`config.mk`:
```
export PLATFORM = sky130hd
export DESIGN_NAME = alu_cmd_issue_flat
export DESIGN_NICKNAME = d
export VERILOG_FILES = /design/src/rtl/alu_cmd_issue_if.sv /design/src/rtl/alu_cmd_issue.sv /design/src/flat_wrapper.sv
export SDC_FILE = /design/constraint.sdc
export NUM_CORES = 1
export LEC_CHECK = 0
export ABC_AREA = 1
export CORE_MARGIN = 2
export CORE_UTILIZATION = 40
export DETAILED_ROUTE_END_ITERATION = 10
export DONT_BUFFER_PORTS = 1
export PLACE_DENSITY = 0.63
export SLEW_MARGIN = 20
export SYNTH_ARGS = -nofsm -noshare
export SYNTH_HDL_FRONTEND = slang
export SYNTH_SLANG_ARGS = --single-unit
```
`constraint.sdc`:
```
create_clock -name CLK -period 2.8 [get_ports CLK]
set_input_delay 0.28 -clock CLK [delete_from_list [all_inputs] [get_ports CLK]]
set_output_delay 0.28 -clock CLK [all_outputs]
set_load 0.03 [all_outputs]
```
`src/rtl/alu_cmd_issue_if.sv`:
```
// Packet-side valid/ready bus into the ALU issue stage.
// Master drives a command packet, slave returns IN_READY.
interface alu_cmd_issue_if #(
  parameter int DW = 8,
  parameter int CW = 4
);
  logic          IN_VALID;
  logic          IN_READY;
  logic [DW-1:0] IN_OPA;
  logic [DW-1:0] IN_OPB;
  logic          IN_CIN;
  logic [CW-1:0] IN_CMD;
  logic          IN_MODE;
  logic [1:0]    IN_INP_VALID;

  modport master (
    output IN_VALID,
    output IN_OPA,
    output IN_OPB,
    output IN_CIN,
    output IN_CMD,
    output IN_MODE,
    output IN_INP_VALID,
    input  IN_READY
  );

  modport slave (
    input  IN_VALID,
    input  IN_OPA,
    input  IN_OPB,
    input  IN_CIN,
    input  IN_CMD,
    input  IN_MODE,
    input  IN_INP_VALID,
    output IN_READY
  );
endinterface

```
`src/rtl/alu_cmd_issue.sv`:
```
// ALU issue stage: packet FIFO, one-shot CE issue, latency-timed RES_VLD.
// Optional ALU_ISSUE_STATS_EN adds issue/stall/drop counters.
module alu_cmd_issue #(
  parameter int DW      = 8,
  parameter int CW      = 4,
  parameter int DEPTH   = 4,
  parameter int ALU_LAT = 1,
  parameter int MUL_LAT = 2
) (
  input  logic                   CLK,
  input  logic                   RST,
  alu_cmd_issue_if.slave         in_if,
  input  logic                   HOLD,
  input  logic                   FLUSH,
  output logic [DW-1:0]          OPA,
  output logic [DW-1:0]          OPB,
  output logic                   CIN,
  output logic [CW-1:0]          CMD,
  output logic                   MODE,
  output logic [1:0]             INP_VALID,
  output logic                   CE,
  output logic                   RES_VLD,
  output logic                   BUSY,
  output logic [$clog2(DEPTH):0] COUNT
`ifdef ALU_ISSUE_STATS_EN
  ,
  output logic [15:0]            ISSUED_CNT,
  output logic [15:0]            STALL_CNT,
  output logic [7:0]             DROP_CNT
`endif
);

  localparam int AW   = $clog2(DEPTH);
  localparam int CNTW = AW + 1;
  localparam int MAXL = (MUL_LAT > ALU_LAT) ? MUL_LAT : ALU_LAT;
  localparam int LW   = $clog2(MAXL + 1);

  localparam logic [CNTW-1:0] FULL  = CNTW'(DEPTH);
  localparam logic [LW-1:0]   L_ALU = LW'(ALU_LAT);
  localparam logic [LW-1:0]   L_MUL = LW'(MUL_LAT);
  localparam logic [CW-1:0]   C_MUL = CW'(9);
  localparam logic [CW-1:0]   C_SHM = CW'(10);

  typedef struct packed {
    logic [DW-1:0] opa;
    logic [DW-1:0] opb;
    logic          cin;
    logic [CW-1:0] cmd;
    logic          mode;
    logic [1:0]    iv;
  } ent_t;

  typedef enum logic {
    IDLE,
    WAIT
  } state_t;

  ent_t          mem [DEPTH];
  ent_t          head;
  ent_t          wr_ent;
  logic [AW-1:0] wr_ptr;
  logic [AW-1:0] rd_ptr;
  logic [CNTW-1:0] cnt;
  state_t        state;
  state_t        state_nx;
  logic [LW-1:0] lcnt;
  logic [LW-1:0] lcnt_nx;
  logic          push;
  logic          pop;
  logic          res_nx;
  logic          is_mul;
  logic          not_empty;

  assign in_if.IN_READY = (cnt != FULL);
  assign not_empty      = (cnt != '0);
  assign COUNT          = cnt;
  assign BUSY           = not_empty || (state == WAIT);

  assign push = in_if.IN_VALID && in_if.IN_READY && !FLUSH;

  assign wr_ent = '{
    opa:  in_if.IN_OPA,
    opb:  in_if.IN_OPB,
    cin:  in_if.IN_CIN,
    cmd:  in_if.IN_CMD,
    mode: in_if.IN_MODE,
    iv:   in_if.IN_INP_VALID
  };

  assign head   = mem[rd_ptr];
  assign is_mul = head.mode && ((head.cmd == C_MUL) || (head.cmd == C_SHM));

  // Storage carries no reset; occupancy lives in cnt and the pointers.
  always_ff @(posedge CLK) begin
    if (push) begin
      mem[wr_ptr] <= wr_ent;
    end
  end

  always_comb begin
    state_nx = state;
    lcnt_nx  = lcnt;
    pop      = 1'b0;
    res_nx   = 1'b0;
    unique case (state)
      IDLE: begin
        if (not_empty && !HOLD && !FLUSH) begin
          pop      = 1'b1;
          state_nx = WAIT;
          lcnt_nx  = is_mul ? L_MUL : L_ALU;
        end
      end
      WAIT: begin
        lcnt_nx = lcnt - LW'(1);
        if (lcnt == LW'(1)) begin
          res_nx   = 1'b1;
          state_nx = IDLE;
        end
      end
      default: begin
        state_nx = IDLE;
      end
    endcase
  end

  always_ff @(posedge CLK) begin
    if (RST) begin
      state     <= IDLE;
      lcnt      <= '0;
      CE        <= 1'b0;
      RES_VLD   <= 1'b0;
      INP_VALID <= 2'b00;
      OPA       <= '0;
      OPB       <= '0;
      CIN       <= 1'b0;
      CMD       <= '0;
      MODE      <= 1'b0;
    end else begin
      state     <= state_nx;
      lcnt      <= lcnt_nx;
      CE        <= pop;
      RES_VLD   <= res_nx;
      INP_VALID <= pop ? head.iv : 2'b00;
      if (pop) begin
        OPA  <= head.opa;
        OPB  <= head.opb;
        CIN  <= head.cin;
        CMD  <= head.cmd;
        MODE <= head.mode;
      end
    end
  end

  always_ff @(posedge CLK) begin
    if (RST) begin
      wr_ptr <= '0;
      rd_ptr <= '0;
      cnt    <= '0;
    end else begin
      unique case (1'b1)
        FLUSH: begin
          wr_ptr <= '0;
          rd_ptr <= '0;
          cnt    <= '0;
        end
        (push && !pop): begin
          wr_ptr <= wr_ptr + AW'(1);
          cnt    <= cnt + CNTW'(1);
        end
        (pop && !push): begin
          rd_ptr <= rd_ptr + AW'(1);
          cnt    <= cnt - CNTW'(1);
        end
        (push && pop): begin
          wr_ptr <= wr_ptr + AW'(1);
          rd_ptr <= rd_ptr + AW'(1);
        end
        default: begin
          cnt <= cnt;
        end
      endcase
    end
  end

`ifdef ALU_ISSUE_STATS_EN
  logic stall_ev;
  logic drop_ev;

  assign stall_ev = (state == IDLE) && not_empty && HOLD;
  assign drop_ev  = in_if.IN_VALID && !in_if.IN_READY;

  // Saturating counters; FLUSH intentionally leaves them alone.
  always_ff @(posedge CLK) begin
    if (RST) begin
      ISSUED_CNT <= '0;
      STALL_CNT  <= '0;
      DROP_CNT   <= '0;
    end else begin
      if (CE && (ISSUED_CNT != 16'hFFFF)) begin
        ISSUED_CNT <= ISSUED_CNT + 16'd1;
      end
      if (stall_ev && (STALL_CNT != 16'hFFFF)) begin
        STALL_CNT <= STALL_CNT + 16'd1;
      end
      if (drop_ev && (DROP_CNT != 8'hFF)) begin
        DROP_CNT <= DROP_CNT + 8'd1;
      end
    end
  end
`endif

endmodule
```
`src/flat_wrapper.sv`:
```
// flat-port wrapper written by rule: the top's interface ports become plain ports
module alu_cmd_issue_flat 
#(
  parameter int DW      = 8,
  parameter int CW      = 4,
  parameter int DEPTH   = 4,
  parameter int ALU_LAT = 1,
  parameter int MUL_LAT = 2
)
  (CLK, RST, HOLD, FLUSH, OPA, OPB, CIN, CMD, MODE, INP_VALID, CE, RES_VLD, BUSY, COUNT, in_if_IN_VALID, in_if_IN_OPA, in_if_IN_OPB, in_if_IN_CIN, in_if_IN_CMD, in_if_IN_MODE, in_if_IN_INP_VALID, in_if_IN_READY);
  alu_cmd_issue_if #(.DW(DW), .CW(CW)) in_if_i ();
  input  logic CLK;
  input  logic RST;
  input  logic HOLD;
  input  logic FLUSH;
  output logic [DW-1:0] OPA;
  output logic [DW-1:0] OPB;
  output logic CIN;
  output logic [CW-1:0] CMD;
  output logic MODE;
  output logic [1:0] INP_VALID;
  output logic CE;
  output logic RES_VLD;
  output logic BUSY;
  output logic [$clog2(DEPTH):0] COUNT;
  input wire logic [$bits(in_if_i.IN_VALID)-1:0] in_if_IN_VALID;
  input wire logic [$bits(in_if_i.IN_OPA)-1:0] in_if_IN_OPA;
  input wire logic [$bits(in_if_i.IN_OPB)-1:0] in_if_IN_OPB;
  input wire logic [$bits(in_if_i.IN_CIN)-1:0] in_if_IN_CIN;
  input wire logic [$bits(in_if_i.IN_CMD)-1:0] in_if_IN_CMD;
  input wire logic [$bits(in_if_i.IN_MODE)-1:0] in_if_IN_MODE;
  input wire logic [$bits(in_if_i.IN_INP_VALID)-1:0] in_if_IN_INP_VALID;
  output wire logic [$bits(in_if_i.IN_READY)-1:0] in_if_IN_READY;
  assign in_if_i.IN_VALID = in_if_IN_VALID;
  assign in_if_i.IN_OPA = in_if_IN_OPA;
  assign in_if_i.IN_OPB = in_if_IN_OPB;
  assign in_if_i.IN_CIN = in_if_IN_CIN;
  assign in_if_i.IN_CMD = in_if_IN_CMD;
  assign in_if_i.IN_MODE = in_if_IN_MODE;
  assign in_if_i.IN_INP_VALID = in_if_IN_INP_VALID;
  assign in_if_IN_READY = in_if_i.IN_READY;
  alu_cmd_issue #(.DW(DW), .CW(CW), .DEPTH(DEPTH), .ALU_LAT(ALU_LAT), .MUL_LAT(MUL_LAT)) u_core (.CLK(CLK), .RST(RST), .in_if(in_if_i), .HOLD(HOLD), .FLUSH(FLUSH), .OPA(OPA), .OPB(OPB), .CIN(CIN), .CMD(CMD), .MODE(MODE), .INP_VALID(INP_VALID), .CE(CE), .RES_VLD(RES_VLD), .BUSY(BUSY), .COUNT(COUNT));
endmodule
```
==> flow_metrics.py <==
metrics = {
    "clock_network": {
        "cts_root_buf": "clkbuf_16",
        "cts.sink_count": 134,
        "post_cts_buffers": 0,
        "cts_tree": "done",
        "path_clk_slew_ns": 0.05,
        "number_of_buffers_created_by_cts": 17,
        "clkLatencyLatePin_ns": 0.41,
        "htree_num_levels": 4,
        "cts_buffer_depth": 2,
    },
    "route": {
        "antenna_violating_nets_post_route": 0,
        "drc": 0,
        "vias_per_cell": 4.90,
        "drt_iter0_markers": 245,
        "wl_per_cell_microns": 15.8,
        "detail_route.wirelength_microns": 10700,
        "drt-pass1-iter-count": 5,
        "num_vias": 3312,
    },
    "timing": {
        "finalCriticalPeriod_ns": 2.15,
        "hold_viol_final": 0,
        "worst-slew-pin-transition_ns": 0.783,
        "fin_skew_ns": 0.0106,
        "slew_viol_final": 0,
        "slew_headroom": 0.477,
        "final.period_utilization": 0.767,
        "rsz0062_at_grt": "no",
        "final.setup.worst_slack_ns": 0.652,
        "tns_ns": 0,
        "clock.fmax_mhz": 465,
        "timing.final.setup_violations": 0,
    },
    "global_route": {
        "wire_length_of_the_first_global_routing_pass_microns": 16800,
        "grt.overflow.total": 0,
        "grt_use_total": 0.161,
        "grt_start_max_net_pins": 49,
        "grt_antenna_before_repair": 0,
        "number_of_global_route_vias_before_repair": 3212,
    },
    "critical_path": {
        "r2r_cells": 11,
        "cp_data_arrival_time_ns": 2.42,
        "worst_path_required_time_ns": 3.07,
        "setup.worst_path.class": "register to register",
        "worst_setup_path_end_kind": "register",
        "cp-start-kind": "register",
        "crit_path_max_fanout": 17,
    },
    "yosys": {
        "postSynthCellCount": 457,
        "syn_area_sq_um": 5210,
        "synth-warning-count": 0,
        "synth_nets": 495,
        "unique_cell_type_count_in_the_yosys_netlist": 30,
        "synth_top_area_cell": "edfxtp_1",
        "synth-seq-area-share": 0.700,
        "synth_top_area_share": 0.554,
        "number_of_storage_elements_in_the_synthesis_netlist": 134,
        "synth.area.top_cells": "edfxtp_1 (55%), dfxtp_1 (15%), nor2_1 (6.3%)",
        "syn-mean-instance-area_sq_um": 11.4,
    },
    "place": {
        "place_inst": 619,
        "place.gp.congestion": 0.763,
        "buffer_ports.inserted": 0,
        "worst_slack_after_detailed_placement_ns": 0.702,
        "dpl.hpwl_microns": 6270,
    },
    "floorplanning": {
        "row_count": 41,
        "i_o_pin_count": 60,
        "floorplan.die_area_sq_um": 13900,
        "starting_utilization_of_the_core_area": 0.411,
        "dieHeight_microns": 118,
        "die-width_microns": 118,
        "core_area_sq_um": 12700,
    },
    "layout": {
        "sequential_cell_area_sq_um": 3640,
        "stdcell_count": 676,
        "mostFrequentLayoutCell": "edfxtp_1",
        "num-fill-cells": 1163,
        "final_layout_size_suffix_gt1_frac": 0.113,
        "synth_to_final_area_change_pct": 19.1,
        "final_net_count": 529,
        "insertedDiodeCount": 0,
        "multiInputGateArea_sq_um": 1310,
        "commonest_non_fill_non_tap_cells_in_the_layout": "edfxtp_1 (96), nor2_1 (84), o21ai_0 (62), nand2_1 (52), dfxtp_1 (38)",
    },
    "power": {
        "power_density_nw_per_um2": 715,
        "p_leak_nw": 2.26,
        "irDropWorstVdd_mv": 0.656,
    },
    "outcome": {
        "run_status": "complete, no violations",
    },
    "flow_run": {
        "maxCapViolations": 0,
    },
    "min_path": {
        "timing.hold.worst_path_depth": 3,
        "min_path_type": "input port to register",
    },
}
## routing by layer
layer / global-route usage / wire length (microns) / up-vias
li1: - / - / 1640
met1: 0.188 / 4670 / 1581
met2: 0.266 / 5190 / 81
met3: 0.0732 / 729 / 10
met4: 0.0444 / 106 / 0
met5: 0 / 0 / -
## logic make-up after synthesis
family / after synthesis / synth area share
AOI/OAI and AO/OA: 95 / 0.0973
xor gates and xnor gates: 3 / 0.00505
adders and majority gates: 9 / 0.0231
buffers and inverters: 56 / 0.0512
DFF: 134 / 0.700
and+or+nand+nor: 160 / 0.124
## timing repair
action / CTS / global route
gates resized for setup: 0 / 0
hold buffers: 25 / 0
hold endpoints to repair: 108 / 0
## layout make-up
| type | instances | share of cell area |
|---|---|---|
| Inverter | 33 | 0.0208 |
| Timing Repair Buffer | 38 | 0.0561 |
| Tap cell | 172 | 0.0347 |
| Multi-Input combinational cell | 267 | 0.211 |
| Clock buffer | 22 | 0.0785 |
| Clock inverter | 10 | 0.0115 |
| Sequential cell | 134 | 0.588 |
## per-stage QoR
step / area, sq um / hold WS (ns) / util / power (W)
after floorplan: 5210 / 0.379 / - / 0.00237
after global placement: 5390 / 0.345 / 0.426 / 0.00241
after detailed placement: 5390 / 0.346 / 0.426 / 0.00241
after CTS: 6200 / 0.0351 / 0.489 / 0.00448
after global routing: 6200 / 0.0492 / 0.489 / 0.00460
final: 6200 / 0.0503 / 0.489 / 0.00444
## worst max-delay path, stage by stage, from the launching register on
cell and delay, ns:
dfxtp_1 0.32, nor2_1 0.07, nand2_1 0.07, nand2_2 0.07, nor2_4 0.34, buf_4 0.30, inv_2 0.05, ha_1 0.20
nor3_1 0.31, nor2_1 0.13, nand2_1 0.09, a21oi_1 0.06
## final timing paths
path | from | to | slack, ns
worst max-delay path | u_core.COUNT[1] | u_core.COUNT[1] | 0.65
worst min-delay path | FLUSH | u_core.wr_ptr[1] | 0.05
worst max register to register | u_core.COUNT[1] | u_core.COUNT[1] | 0.65
worst min register to register | u_core.rd_ptr[1] | u_core.rd_ptr[1] | 0.50
## synthesized netlist by cell type
master	n
clkinv_4	1
a21oi_2	1
dfxtp_1	38
edfxtp_1	96
nor2_1	88
buf_2	8
and3_1	1
buf_4	1
a211oi_1	1
inv_2	4
nand3_1	12
inv_1	28
nor3_1	1
o21ai_0	62
ha_1	8
nor2_4	2
a21oi_1	12
or2_0	1
nand2_1	52
nand2_2	2
a31oi_1	1
xnor2_1	1
xor2_1	2
fa_1	1
nor2_2	1
clkbuf_1	6
o31ai_1	1
buf_1	3
o22ai_1	17
buf_6	5
## flip-flops by register name, summed over array words and instances, names as in the netlist, 3 cells and up, named ones only
| name | cells |
|---|---|
| u_core.COUNT | 3 |
| u_core.OPB | 8 |
| u_core.CMD | 4 |
| u_core.mem | 96 |
| u_core.OPA | 8 |
## where the power goes
| part | internal [W] | switching, W | total (W) |
|---|---|---|---|
| clock network | 0.00124 | 0.000790 | 0.00203 |
| registers | 0.00217 | 0.0000447 | 0.00222 |
| logic | 0.0000683 | 0.000124 | 0.000192 |
| total | 0.00348 | 0.000958 | 0.00444 |
No activity file was read; power rests on OpenSTA's default activity.
